==> config.mk <==
export PLATFORM = sky130hd
export DESIGN_NAME = uart_tx_arbiter
export DESIGN_NICKNAME = d
export VERILOG_FILES = /design/src/rtl/uart_arb_pkg.sv /design/src/rtl/uart_tx_arbiter_rr_picker.sv /design/src/rtl/uart_tx_arbiter.sv
export SDC_FILE = /design/constraint.sdc
export NUM_CORES = 1
export LEC_CHECK = 0
export BUFFER_PORTS_ARGS = -buffer_cell sky130_fd_sc_hd__buf_2
export CAP_MARGIN = 20
export CELL_PAD_IN_SITES_DETAIL_PLACEMENT = 1
export CELL_PAD_IN_SITES_GLOBAL_PLACEMENT = 2
export CORE_ASPECT_RATIO = 1.5
export CORE_MARGIN = 5
export CORE_UTILIZATION = 26
export CTS_BUF_LIST = sky130_fd_sc_hd__clkbuf_2 sky130_fd_sc_hd__clkbuf_4 sky130_fd_sc_hd__clkbuf_8
export CTS_CLUSTER_SIZE = 14
export DETAILED_ROUTE_END_ITERATION = 8
export PLACE_DENSITY_LB_ADDON = 0.1
export REMOVE_ABC_BUFFERS = 1
export SYNTH_ARGS = -nofsm -noshare
export SYNTH_HDL_FRONTEND = slang
export SYNTH_HIERARCHICAL = 1
export SYNTH_SLANG_ARGS = --single-unit
==> constraint.sdc <==
create_clock -name clk -period 2 [get_ports clk]
set_input_delay 0.3 -clock clk [delete_from_list [all_inputs] [get_ports clk]]
set_output_delay 0.3 -clock clk [all_outputs]
set_load 0.03 [all_outputs]
==> src/rtl/uart_arb_pkg.sv <==
// Shared types and constants for the UART TX arbiter.
// Optional feature macro: UART_ARB_HEADER_EN (prefix each frame with HDR_BASE|grant_id).
package uart_arb_pkg;

    // Arbiter FSM states; HEADER is only reachable when UART_ARB_HEADER_EN is defined.
    typedef enum logic [1:0] {
        IDLE    = 2'd0,
        HEADER  = 2'd1,
        PAYLOAD = 2'd2
    } state_t;

    // Base value of the frame header byte; the granted index is OR-ed into the low bits.
    localparam logic [7:0] HDR_BASE = 8'hA0;

endpackage

==> src/rtl/uart_tx_arbiter_rr_picker.sv <==
// Combinational round-robin picker: first asserted request at or above ptr, with wrap-around.
module rr_picker #(
    parameter int N_REQ = 4,
    parameter int NB_ID = 2
) (
    input  logic [N_REQ-1:0] req,
    input  logic [NB_ID-1:0] ptr,
    output logic             valid,
    output logic [NB_ID-1:0] idx
);

    logic [NB_ID-1:0] pos;

    // Scan from the farthest offset down so the offset closest to ptr wins last.
    always_comb begin
        valid = 1'b0;
        idx   = '0;
        pos   = '0;
        for (int i = N_REQ - 1; i >= 0; i--) begin
            pos = NB_ID'((int'(ptr) + i) % N_REQ);
            if (req[pos]) begin
                valid = 1'b1;
                idx   = pos;
            end
        end
    end

endmodule

==> src/rtl/uart_tx_arbiter.sv <==
// Round-robin arbiter that lets N_REQ byte-stream requesters share one UART TX FIFO.
// A granted requester owns the FIFO until it writes a byte flagged i_last, or until it
// leaves TIMEOUT non-stalled cycles without presenting a byte (o_abort pulse).
// Optional feature macro: UART_ARB_HEADER_EN adds a HEADER state that writes
// HDR_BASE|grant_id ahead of every frame.
//
// Handshake: a byte is transferred on every rising edge where wr_uart=1. In PAYLOAD,
// wr_uart = i_req[g] & ~tx_full and o_ack[g] mirrors wr_uart in the same cycle, so the
// requester must hold i_data/i_last stable until it sees o_ack; tx_full=1 is pure stall.
module uart_tx_arbiter
    import uart_arb_pkg::*;
#(
    parameter int NB_DATA    = 8,
    parameter int N_REQ      = 4,
    parameter int NB_ID      = 2,
    parameter int TIMEOUT    = 255,
    parameter int NB_TIMEOUT = 8
) (
    input  logic                     clk,
    input  logic                     reset,
    input  logic [N_REQ-1:0]         i_req,
    input  logic [N_REQ-1:0]         i_last,
    input  logic [N_REQ*NB_DATA-1:0] i_data,
    output logic [N_REQ-1:0]         o_ack,
    input  logic                     tx_full,
    output logic                     wr_uart,
    output logic [NB_DATA-1:0]       o_data,
    output logic                     o_busy,
    output logic [NB_ID-1:0]         o_grant_id,
    output logic                     o_abort,
    output logic [1:0]               dbg_state,
    output logic [NB_ID-1:0]         dbg_rr_ptr
);

    state_t                state;
    logic [NB_ID-1:0]      rr_ptr;
    logic [NB_ID-1:0]      grant_id;
    logic [NB_TIMEOUT-1:0] to_cnt;

    logic                  pick_valid;
    logic [NB_ID-1:0]      pick_idx;
    logic                  g_req;
    logic                  g_last;
    logic [NB_DATA-1:0]    g_data;
    logic [NB_ID-1:0]      next_ptr;

    rr_picker #(
        .N_REQ (N_REQ),
        .NB_ID (NB_ID)
    ) u_picker (
        .req   (i_req),
        .ptr   (rr_ptr),
        .valid (pick_valid),
        .idx   (pick_idx)
    );

    assign g_req      = i_req[grant_id];
    assign g_last     = i_last[grant_id];
    assign g_data     = i_data[grant_id*NB_DATA +: NB_DATA];
    assign next_ptr   = (grant_id == NB_ID'(N_REQ - 1)) ? '0 : grant_id + 1'b1;
    assign o_grant_id = grant_id;
    assign dbg_state  = state;
    assign dbg_rr_ptr = rr_ptr;

    // FIFO write path is combinational so a byte is accepted in the cycle it is presented.
    always_comb begin
        wr_uart = 1'b0;
        o_data  = '0;
        o_ack   = '0;
        case (state)
`ifdef UART_ARB_HEADER_EN
            HEADER: begin
                wr_uart = ~tx_full;
                o_data  = NB_DATA'(HDR_BASE) | NB_DATA'(grant_id);
            end
`endif
            PAYLOAD: begin
                wr_uart = g_req & ~tx_full;
                o_data  = g_data;
                if (g_req && !tx_full) begin
                    o_ack = N_REQ'(1) << grant_id;
                end
            end
            default: ;
        endcase
    end

    // Grant, frame tracking, idle timeout and round-robin pointer update.
    always_ff @(posedge clk or posedge reset) begin
        if (reset) begin
            state    <= IDLE;
            rr_ptr   <= '0;
            grant_id <= '0;
            to_cnt   <= '0;
            o_busy   <= 1'b0;
            o_abort  <= 1'b0;
        end else begin
            o_abort <= 1'b0;
            case (state)
                IDLE: begin
                    if (pick_valid) begin
                        grant_id <= pick_idx;
                        to_cnt   <= '0;
                        o_busy   <= 1'b1;
`ifdef UART_ARB_HEADER_EN
                        state    <= HEADER;
`else
                        state    <= PAYLOAD;
`endif
                    end
                end
`ifdef UART_ARB_HEADER_EN
                HEADER: begin
                    if (!tx_full) begin
                        state <= PAYLOAD;
                    end
                end
`endif
                PAYLOAD: begin
                    if (g_req && !tx_full) begin
                        to_cnt <= '0;
                        if (g_last) begin
                            state  <= IDLE;
                            o_busy <= 1'b0;
                            rr_ptr <= next_ptr;
                        end
                    end else if (!g_req && !tx_full) begin
                        // Stalled cycles (tx_full=1) never count toward the timeout.
                        if (to_cnt == NB_TIMEOUT'(TIMEOUT - 1)) begin
                            to_cnt  <= '0;
                            o_abort <= 1'b1;
                            state   <= IDLE;
                            o_busy  <= 1'b0;
                            rr_ptr  <= next_ptr;
                        end else begin
                            to_cnt <= to_cnt + 1'b1;
                        end
                    end
                end
                default: begin
                    state  <= IDLE;
                    o_busy <= 1'b0;
                end
            endcase
        end
    end

endmodule

==> results of run 1 <==
registers in the layout, summed over array words and instances, names as in the netlist:
name,cells
to_cnt,8
dbg_rr_ptr,2
o_grant_id,2
o_abort,1
o_busy,1
synthesized netlist by cell type (all sizes together):
master / n / area share
nor2b: 1 / 0.0054
dfrtp: 14 / 0.30
o2111ai: 2 / 0.015
a22o: 1 / 0.0075
nor3b: 1 / 0.0065
mux2i: 1 / 0.0086
and4: 1 / 0.0075
and2: 9 / 0.048
and3: 6 / 0.032
o21ai: 4 / 0.017
conb: 1 / 0.0032
clkbuf: 3 / 0.0097
a21oi: 2 / 0.0086
o211ai: 3 / 0.019
ha: 6 / 0.065
a211oi: 2 / 0.017
nand2: 8 / 0.028
buf: 4 / 0.022
inv: 5 / 0.016
nor2: 14 / 0.045
mux2: 2 / 0.026
nand2b: 4 / 0.022
mux4: 10 / 0.19
nand3b: 1 / 0.0065
and2b: 1 / 0.0065
or2: 1 / 0.0054
o21a: 1 / 0.0065
xor2: 6 / 0.045
nand3: 1 / 0.0043
per-layer routing:
layer / vias to the layer above / share of wire
met5: - / 0
met4: 0 / 0.024
met3: 8 / 0.052
met2: 33 / 0.61
met1: 560 / 0.32
li1: 544 / -
cells by family after synthesis:
logic type / after synthesis
AO/OA/AOI/OAI: 15
XOR/XNOR: 6
adder cells (fa/ha/maj): 6
buffers and inverters: 12
flip-flops: 14
multiplexers: 13
other: 1
AND/OR/NAND/NOR: 48
final cells by class:
type	instances	area (µm²)	share of cell area
tap	46	57.6	0.0339
inverter	5	18.8	0.0110
timing repair buffer	71	432	0.254
sequential	14	353	0.208
multi-input combinational	89	783	0.461
clock buffer	4	55.1	0.0324
worst max-delay path: cells and delay by family, from the launching register on:
kind,cells,cell delay (ns)
muxes,1,0.61
DFF,1,0.42
buffers and inverters,1,0.16
and+or+nand+nor,1,0.19
what timing repair did:
action / 4_1_cts / 5_1_grt
cloned: 0 / 0
pin swaps: 0 / 5
hold buffers: 0 / 0
setup buffers: 1 / 1
setup endpoints to repair: 12 / 11
gates resized for setup: 2 / 36
worst max-delay path by stage:
stage,startpoint,end,slack (ns),cells after the start
CTS,o_grant_id[1]$_DFFE_PP0P_,o_data[1],0.003,4
floorplan,o_grant_id[0]$_DFFE_PP0P_,dbg_rr_ptr[0]$_DFFE_PP0P_,-0.27,4
detailed placement,o_grant_id[0]$_DFFE_PP0P_,dbg_rr_ptr[0]$_DFFE_PP0P_,0.15,4
finish,o_grant_id[0]$_DFFE_PP0P_,o_ack[3],0.07,3
global route,o_grant_id[0]$_DFFE_PP0P_,o_data[6],-0.01,4
global placement,o_grant_id[0]$_DFFE_PP0P_,dbg_rr_ptr[0]$_DFFE_PP0P_,0.21,4
where the power goes:
part | leakage (nW) | total (mW) | internal [mW] | switching [mW]
registers | 0.180 | 0.475 | 0.359 | 0.116
logic | 0.630 | 1.54 | 0.729 | 0.810
clock network | 0.0288 | 0.275 | 0.174 | 0.101
metrics by stage:
stage | TNS [ns] | cell area [µm²] | cells | worst slack, ns
finish | 0 | 1700 | 229 | 0.0708
global route | -0.0312 | 1700 | 229 | -0.0110
CTS | 0 | 1610 | 228 | 0.00283
detailed placement | 0 | 1550 | 223 | 0.145
global placement | 0 | 1550 | 223 | 0.213
floorplan | -1.45 | 1120 | 108 | -0.265
==> summary.md, run 1 <==
| Metric | Value |
|---|---|
| Status | complete, no violations |
| Clock-pin slew on the worst setup and hold paths | 0.06 ns |
| DIE WIDTH | 64.6 µm |
| Layout Nets | 233 |
| Vias | 1,145 |
| ANT nets after route | 0 |
| CTS tree | built |
| FF-to-FF path depth | 5 |
| ANT cells | 0 |
| Area share of xor/xnor cells in the synthesized design | 0.0453 |
| Fmax | 518 MHz |
| H-tree depth | 1 |
| DRC viols | 0 |
| Fin crit period | 1.93 ns |
| WP data required | 1.70 ns |
| Met1 Use GR | 0.124 |
| Crit path kind | reg -> out |
| Actual transition at the worst max-transition pin | 0.564 ns |
| RSZ-0062 raised after global routing | yes |
| Compound-gate portion of the synthesized area | 0.0916 |
| Startpoint class of the critical path | register |
| Vias in the first global route | 1,262 |
| Worst R2R Setup Slack | 0.17 ns |
| Commonest non-fill, non-tap cell in the layout | buf_2 |
| Reg-to-Reg Start | o_grant_id[0]$_DFFE_PP0P_ |
| Synth warn | 6 |
| WHS | 0.0970 ns |
| Max clock buf depth | 2 |
| TritonRoute pass-1 iters | 4 |
| Final setup fails | 0 |
| Global routing's busiest layer | met2 |
| Worst path cell trace | mux4_2 > and3_4 > buf_4 |
| Die Area | 0.00593 mm² |
| Post-Syn Area | 0.00116 mm² |
| Syn-to-layout area delta | 46.3% |
| Row count | 29 |
| Slowest CP cell | mux4_2 |
| Commonest cells after routing, fill and taps aside | 51 x buf_2, 14 x nor2_1, 14 x buf_4, 12 x dfrtp_1, 10 x mux4_2 |
| Relative slew slack | 0.624 |
| GR Util All Layers | 0.138 |
| CTS Root Cell | clkbuf_8 |
| Syn Area/Cell | 10.1 µm² |
| CP max stage delay | 0.61 ns |
| Gpl congestion | 0.777 |
| GRT Residual Overflow | 0 |
| Max cap viols | 0 |
| Synth Register Bits | 14 |
| Clock sink count | 14 |
| Netlist cell types | 32 |
| Final Max Slew Viols | 0 |
| Vias per Instance | 5.00 |
| Wire per inst | 17.6 µm |
| Seq/Total Area, Yosys | 0.302 |
| Total power | 2.29 mW |
| Setup crit end kind | output pin |
| Die H | 91.8 µm |
| Cell Pwr Density | 1350 mW/mm² |
| Clk Latency, worst-skew pair | 0.24 ns |
| # fillers | 509 |
| Share of cells above drive strength 1 | 0.541 |
| Simple-gate share of the synthesized area | 0.218 |
| Synth Instances | 115 |
| DR iter-0 viols | 27 |
| VDD IR max | 0.467 mV |
| Max FO, Critical Path | 7 |
| Initial Util | 0.271 |
| Mux cell area share after synthesis | 0.228 |
| GR Util met3 | 0.0281 |
| Layout Utilization | 0.397 |
| Global-route wire length before repair | 6310 µm |
| Final period utilization | 0.965 |
| Final setup skew | 0.00468 ns |
| M2 GR Usage | 0.288 |
| Dpl hpwl | 3460 µm |
| TritonCTS buffer count | 3 |
| LEAKAGE | 0.838 nW |
| CP arrival | 1.63 ns |
| Number of top-level pins | 64 |
| Final Hold Viols | 0 |
| Combinational family with the most area after synthesis | multiplexers |
| Largest net degree at the start of global routing | 15 |
| Adder-cell share of the synthesized area | 0.0647 |
| Core ar. | 0.00428 mm² |
| R2R Path End | dbg_rr_ptr[0]$_DFFE_PP0P_ |
| Number of antenna violations at the first check in global routing | 0 |
| Hold Crit Class | in -> async |
| Final WL | 4040 µm |
| Port bufs | 62 |
Note: power is estimated with default switching activity, not from simulation.
==> run 2: changes to the inputs <==
Settings changed: SYNTH_HIERARCHICAL 1 to not set.
==> run 2 against run 1 <==
Net effect:
- the run now ends with negative setup slack left
- setup slack worse by 0.11 ns
- via count up 6.5%
- first-iteration DRC count up 33%
- register-to-register slack worse by 0.13 ns
- sequential power is 2% lower
- area after synthesis increased by 2.8%
- critical path type unchanged
- total power grew 1.1%
- non-clock buffer count rose by 2
- clock skew is 0.0038 ns lower
- count of clock-buffer cells in the layout unchanged
- cell count grew 3.9%
==> summary.md, run 2 <==
| Metric | Value |
|---|---|
| GR Util met3 | 0.0216 |
| Commonest cells post-synth | 14 x dfrtp_1, 12 x and2_1, 10 x mux4_2 |
| H-tree depth | 1 |
| Vias per Instance | 5.12 |
| Syn-to-layout area delta | 47.5% |
| Post-Syn Area | 0.00119 mm² |
| Main synth FF type | dfrtp_1 |
| Cell taking the most area after synthesis | dfrtp_1 |
| Max reg flops | 8 |
| Hold Crit Class | in -> async |
| Layout Utilization | 0.391 |
| Cell Pwr Density | 1310 mW/mm² |
| Final WL | 4130 µm |
| CTS tree | built |
| TritonCTS buffer count | 3 |
| Setup crit end kind | output pin |
| Multi-input logic area | 822 µm² |
| CP arrival | 1.74 ns |
| LEAKAGE | 0.843 nW |
| Final Max Slew Viols | 0 |
| Number of antenna violations at the first check in global routing | 0 |
| # fillers | 548 |
| Synth area leaders | dfrtp_1 29%, mux4_2 19%, and2_1 6.3%, ha_1 6.3%, o21ai_0 2.9% |
| Vias in the first global route | 1,373 |
| Core ar. | 0.00450 mm² |
| Initial Util | 0.265 |
| Placed cells | 231 |
| Wire per inst | 17.3 µm |
| Final period utilization | 1.02 |
| Final Hold Viols | 0 |
| Number of top-level pins | 64 |
| Max cap viols | 0 |
| DR iter-0 viols | 36 |
| Vias | 1,219 |
| Async SR Flop Fraction | 1.00 |
| Net switching power | 1.06 mW |
| Clock sink count | 14 |
| Die Area | 0.00607 mm² |
| Clk network pwr share | 0.123 |
| Comb power frac | 0.676 |
| Finished Layout Cells | 238 |
| R2R Path End | dbg_rr_ptr[0]$_DFFE_PP0P_ |
| Fin crit period | 2.04 ns |
| Synth warn | 0 |
| Setup ws final | -0.0404 ns |
| Layout Nets | 240 |
| Slowest CP cell | mux4_2 |
| Dpl hpwl | 3430 µm |
| Largest register by flop count | to_cnt |
| Final setup skew | 0.000876 ns |
| Worst R2R Setup Slack | 0.04 ns |
| Pint | 1.26 mW |
| Global-route wire length before repair | 6530 µm |
| Met1 Use GR | 0.148 |
| ANT nets after route | 0 |
| Startpoint class of the critical path | register |
| Pre-CTS WS | 0.0452 ns |
| Sequential Power Share | 0.201 |
| TritonRoute pass-1 iters | 4 |
| Max clock buf depth | 2 |
| Synth Instances | 118 |
| Relative slew slack | 0.619 |
| Violated checks | negative setup slack |
| Most numerous cell in the Yosys netlist | dfrtp_1 |
| Die H | 93.0 µm |
| DRC viols | 0 |
| Global routing's busiest layer | met2 |
| RSZ-0062 raised after global routing | yes |
| Clk Latency, worst-skew pair | 0.25 ns |
| DIE WIDTH | 65.3 µm |
| ANT cells | 0 |
| Commonest cells after routing, fill and taps aside | 55 x buf_2, 13 x dfrtp_1, 10 x mux4_2, 9 x buf_4 |
| Clock-pin slew on the worst setup and hold paths | 0.06 ns |
| Synth Register Bits | 14 |
| Syn Area/Cell | 10.1 µm² |
| Most used cell, CP | buf_6 |
| Register area | 352 µm² |
| M2 GR Usage | 0.275 |
| Switch share | 0.458 |
| Largest net degree at the start of global routing | 15 |
| GR Util All Layers | 0.141 |
| VDD IR max | 0.542 mV |
| Share of cells above drive strength 1 | 0.516 |
| Seq/Total Area, Yosys | 0.294 |
| Kind of cell adding the most delay to the critical path | multiplexers |
| FF-to-FF path depth | 4 |
| CP bufs+invs | 2 |
| Worst path cell trace | mux4_2 > buf_6 > nor2b_4 > and2_4 > buf_6 |
| WP data required | 1.70 ns |
| Total power | 2.31 mW |
| Status | finished, violations left |
| Final setup fails | 4 |
| Reg-to-Reg Start | o_grant_id[0]$_DFFE_PP0P_ |
| Crit path kind | reg -> out |
| Max FO, Critical Path | 5 |
| Post-synth top area share | 0.294 |
| CTS Root Cell | clkbuf_8 |
| Port bufs | 62 |
| Commonest non-fill, non-tap cell in the layout | buf_2 |
| Row count | 30 |
| Gpl congestion | 0.740 |
| CP max stage delay | 0.54 ns |
| Actual transition at the worst max-transition pin | 0.571 ns |
| GRT Residual Overflow | 0 |
| Fmax | 490 MHz |
| Count of flip-flops with a built-in enable after synthesis | 0 |
| Hold-fix buffers at CTS | 0 |
| Netlist cell types | 41 |
[run 2: power groups by stage]
| stage | sequential [mW] | combinational, mW | clock (mW) |
|---|---|---|---|
| floorplan | 0.614 | 0.799 | 0 |
| global placement | 0.459 | 1.40 | 0 |
| detailed placement | 0.464 | 1.42 | 0 |
| CTS | 0.463 | 1.51 | 0.295 |
| global route | 0.481 | 1.69 | 0.306 |
| finish | 0.466 | 1.56 | 0.285 |
[run 2: worst max path at each step]
stage                              startpoint                        end  slack (ns)  cells past startpoint
CTS                 o_grant_id[0]$_DFFE_PP0P_                   o_ack[2]       -0.06                      5
floorplan           o_grant_id[0]$_DFFE_PP0P_                   o_ack[0]       -0.56                      3
global route        o_grant_id[0]$_DFFE_PP0P_                   o_ack[2]       -0.09                      5
finish              o_grant_id[0]$_DFFE_PP0P_                   o_ack[2]       -0.04                      5
global placement                     i_req[2]  dbg_rr_ptr[0]$_DFFE_PP0P_        0.09                      5
detailed placement  o_grant_id[0]$_DFFE_PP0P_  dbg_rr_ptr[1]$_DFFE_PP0P_        0.05                      4
[run 2: routing by layer]
metal  part of all wire  up-vias  wire length, µm
li1                   -      583                -
met1               0.36      602             1490
met2               0.59       26             2430
met3              0.027        8              112
met4              0.024        0               97
met5                  0        -                0
[run 2: what timing repair did]
action	4_1_cts	5_1_grt
endpoints found under the setup margin	13	16
resized for setup	16	13
pin swaps	4	1
setup buffers	1	2
[run 2: layout make-up]
class                      instances  share of cell area
sequential                        14               0.200
tap                               48              0.0341
inverter                           5              0.0107
multi-input combinational         94               0.467
clock buffer                       4              0.0313
timing repair buffer              73               0.257
[run 2: cell families (layout without fill, tap and decap cells)]
| logic type | Yosys count | count (layout) | synth area share |
|---|---|---|---|
| other | 1 | 1 | 0.00314 |
| multiplexers | 14 | 14 | 0.231 |
| adder cells (fa/ha/maj) | 6 | 6 | 0.0629 |
| AO/OA/AOI/OAI | 26 | 26 | 0.149 |
| flip-flops | 14 | 14 | 0.294 |
| buffers and inverters | 10 | 82 | 0.0388 |
| XOR/XNOR | 2 | 2 | 0.0147 |
| AND/OR/NAND/NOR | 45 | 45 | 0.208 |
[run 2: through the flow]
step	setup TNS, ns	hold slack, ns	cell area (µm²)
2_1_floorplan	-4.54	0.189	1170
4_1_cts	-0.581	0.113	1710
3_5_place_dp	0	0.384	1600
3_3_place_gp	0	0.371	1600
6_report	-0.160	0.0955	1760
5_1_grt	-0.415	0.149	1760
==> run 3: changes to the inputs <==
Settings changed: CTS_CLUSTER_DIAMETER set to 80, SETUP_SLACK_MARGIN set to 0.02.
==> run 3 against run 2 <==
Net effect:
- the run still ends with negative setup slack left
- clock power barely moved
- count of clock-buffer cells in the layout did not move
- first-iteration DRC count fell by 2.8%
- cell count did not move
- sequential share of layout area fell by 0.13 points
- setup slack barely moved
- register-to-register slack barely moved
- sequential power barely moved
- core utilization rose by 0.25 points
==> summary.md, run 3 (same netlist as run 2, synthesis figures left out) <==
| Metric | Value |
|---|---|
| Clk Latency, worst-skew pair | 0.25 ns |
| Layout Nets | 240 |
| Wire per inst | 17.4 µm |
| Largest register by flop count | to_cnt |
| Max cap viols | 0 |
| Gpl congestion | 0.740 |
| TritonRoute pass-1 iters | 4 |
| Switch share | 0.453 |
| Setup crit end kind | output pin |
| Area after DPL | 0.00160 mm² |
| Initial Util | 0.265 |
| Startpoint class of the critical path | register |
| Number of antenna violations at the first check in global routing | 0 |
| Syn-to-layout area delta | 48.4% |
| Final Max Slew Viols | 0 |
| CTS tree | built |
| Dpl hpwl | 3430 µm |
| ANT nets after route | 0 |
| Max reg flops | 8 |
| Final Hold Viols | 0 |
| Clock sink count | 14 |
| ANT cells | 0 |
| Largest net degree at the start of global routing | 15 |
| TritonCTS buffer count | 3 |
| FF-to-FF path depth | 4 |
| Final setup skew | 0.000876 ns |
| Net switching power | 1.07 mW |
| Setup ws final | -0.0406 ns |
| Relative slew slack | 0.616 |
| Cell Pwr Density | 1330 mW/mm² |
| Final period utilization | 1.02 |
| Violated checks | negative setup slack |
| CTS Root Cell | clkbuf_8 |
| GRT Residual Overflow | 0 |
| GR Util All Layers | 0.142 |
| CP max stage delay | 0.54 ns |
| Fin crit period | 2.04 ns |
| Commonest non-fill, non-tap cell in the layout | buf_2 |
| DIE WIDTH | 65.3 µm |
| Final WL | 4140 µm |
| Actual transition at the worst max-transition pin | 0.576 ns |
| Pint | 1.29 mW |
| Crit path kind | reg -> out |
| # fillers | 544 |
| Fmax | 490 MHz |
| H-tree depth | 1 |
| VDD IR max | 0.543 mV |
| WP data required | 1.70 ns |
| Hold Crit Class | in -> async |
| Port bufs | 62 |
| Share of cells above drive strength 1 | 0.526 |
| Status | finished, violations left |
| Most used cell, CP | buf_6 |
| Sequential Power Share | 0.198 |
| Commonest cells after routing, fill and taps aside | 54 x buf_2, 13 x dfrtp_1, 10 x mux4_2, 9 x buf_6, 9 x buf_4 |
| CP arrival | 1.74 ns |
| RSZ-0062 raised after global routing | yes |
| Global-route wire length before repair | 6590 µm |
| Slowest CP cell | mux4_2 |
| Core ar. | 0.00450 mm² |
| DRC viols | 0 |
| Vias | 1,221 |
| Setup tns final | -0.160 ns |
| Die Area | 0.00607 mm² |
| Row count | 30 |
| Die H | 93.0 µm |
| Max clock buf depth | 2 |
| DR iter-0 viols | 35 |
| Final setup fails | 4 |
| Number of top-level pins | 64 |
| Comb power frac | 0.681 |
| Vias per Instance | 5.13 |
| Max FO, Critical Path | 5 |
| LEAKAGE | 0.849 nW |
| Vias in the first global route | 1,390 |
| Worst path cell trace | mux4_2 > buf_6 > nor2b_4 > and2_4 > buf_6 |
| Layout Utilization | 0.393 |
| Hold-fix buffers at CTS | 0 |
| Fin area | 0.00177 mm² |
| Clock-pin slew on the worst setup and hold paths | 0.06 ns |
| Clk network pwr share | 0.121 |
[run 3: per-layer routing]
layer | track usage | up-vias | part of all wire
met3 | 0.0216 | 8 | 0.027
met2 | 0.280 | 26 | 0.59
met4 | 0.0502 | 0 | 0.023
met1 | 0.147 | 604 | 0.36
li1 | - | 583 | -
met5 | 0 | - | 0
[run 3: what timing repair did]
action,CTS,global route
gates resized for setup,17,17
setup endpoints to repair,13,16
pin swaps,5,1
buffers inserted,1,2
[run 3: power groups by stage]
stage | sequential [mW] | combinational [mW] | clock [mW]
final | 0.466 | 1.60 | 0.285
after global routing | 0.481 | 1.73 | 0.306
after CTS | 0.463 | 1.51 | 0.295
after detailed placement | 0.464 | 1.42 | 0
after global placement | 0.459 | 1.40 | 0
after floorplan | 0.614 | 0.799 | 0
[run 3: final cells by class]
cell class                 instances  area [µm²]  share of cell area
clock buffer                       4        55.1              0.0311
inverter                           5        18.8              0.0106
sequential                        14         352               0.198
tap                               48        60.1              0.0339
multi-input combinational         94         827               0.467
timing repair buffer              73         459               0.259
[run 3: per-stage QoR]
step | hold slack [ns] | worst slack, ns | instances | total power, mW
after global routing | 0.149 | -0.0891 | 238 | 2.52
after CTS | 0.113 | -0.0591 | 236 | 2.27
final | 0.0976 | -0.0406 | 238 | 2.35
after floorplan | 0.189 | -0.563 | 113 | 1.41
after detailed placement | 0.384 | 0.0452 | 231 | 1.89
after global placement | 0.371 | 0.0936 | 231 | 1.86
[run 3: path summary, 6_finish.rpt]
check	startpoint	end	slack, ns
min in group clk	i_req[0]	o_grant_id[0]$_DFFE_PP0P_	0.40
max in group asynchronous	reset	o_grant_id[0]$_DFFE_PP0P_	1.49
hold / removal	reset	o_grant_id[1]$_DFFE_PP0P_	0.1
setup reg to reg	o_grant_id[0]$_DFFE_PP0P_	dbg_rr_ptr[0]$_DFFE_PP0P_	0.04
hold reg to reg	to_cnt[7]$_DFFE_PP0P_	to_cnt[7]$_DFFE_PP0P_	0.54
setup / recovery	o_grant_id[0]$_DFFE_PP0P_	o_ack[2]	-0.04
[run 3: worst max-delay path, delay by kind of cell, from the launching register on]
family	cells	cell delay, ns
flops	1	0.40
buf+inv	2	0.27
mux	1	0.54
simple gates	2	0.28
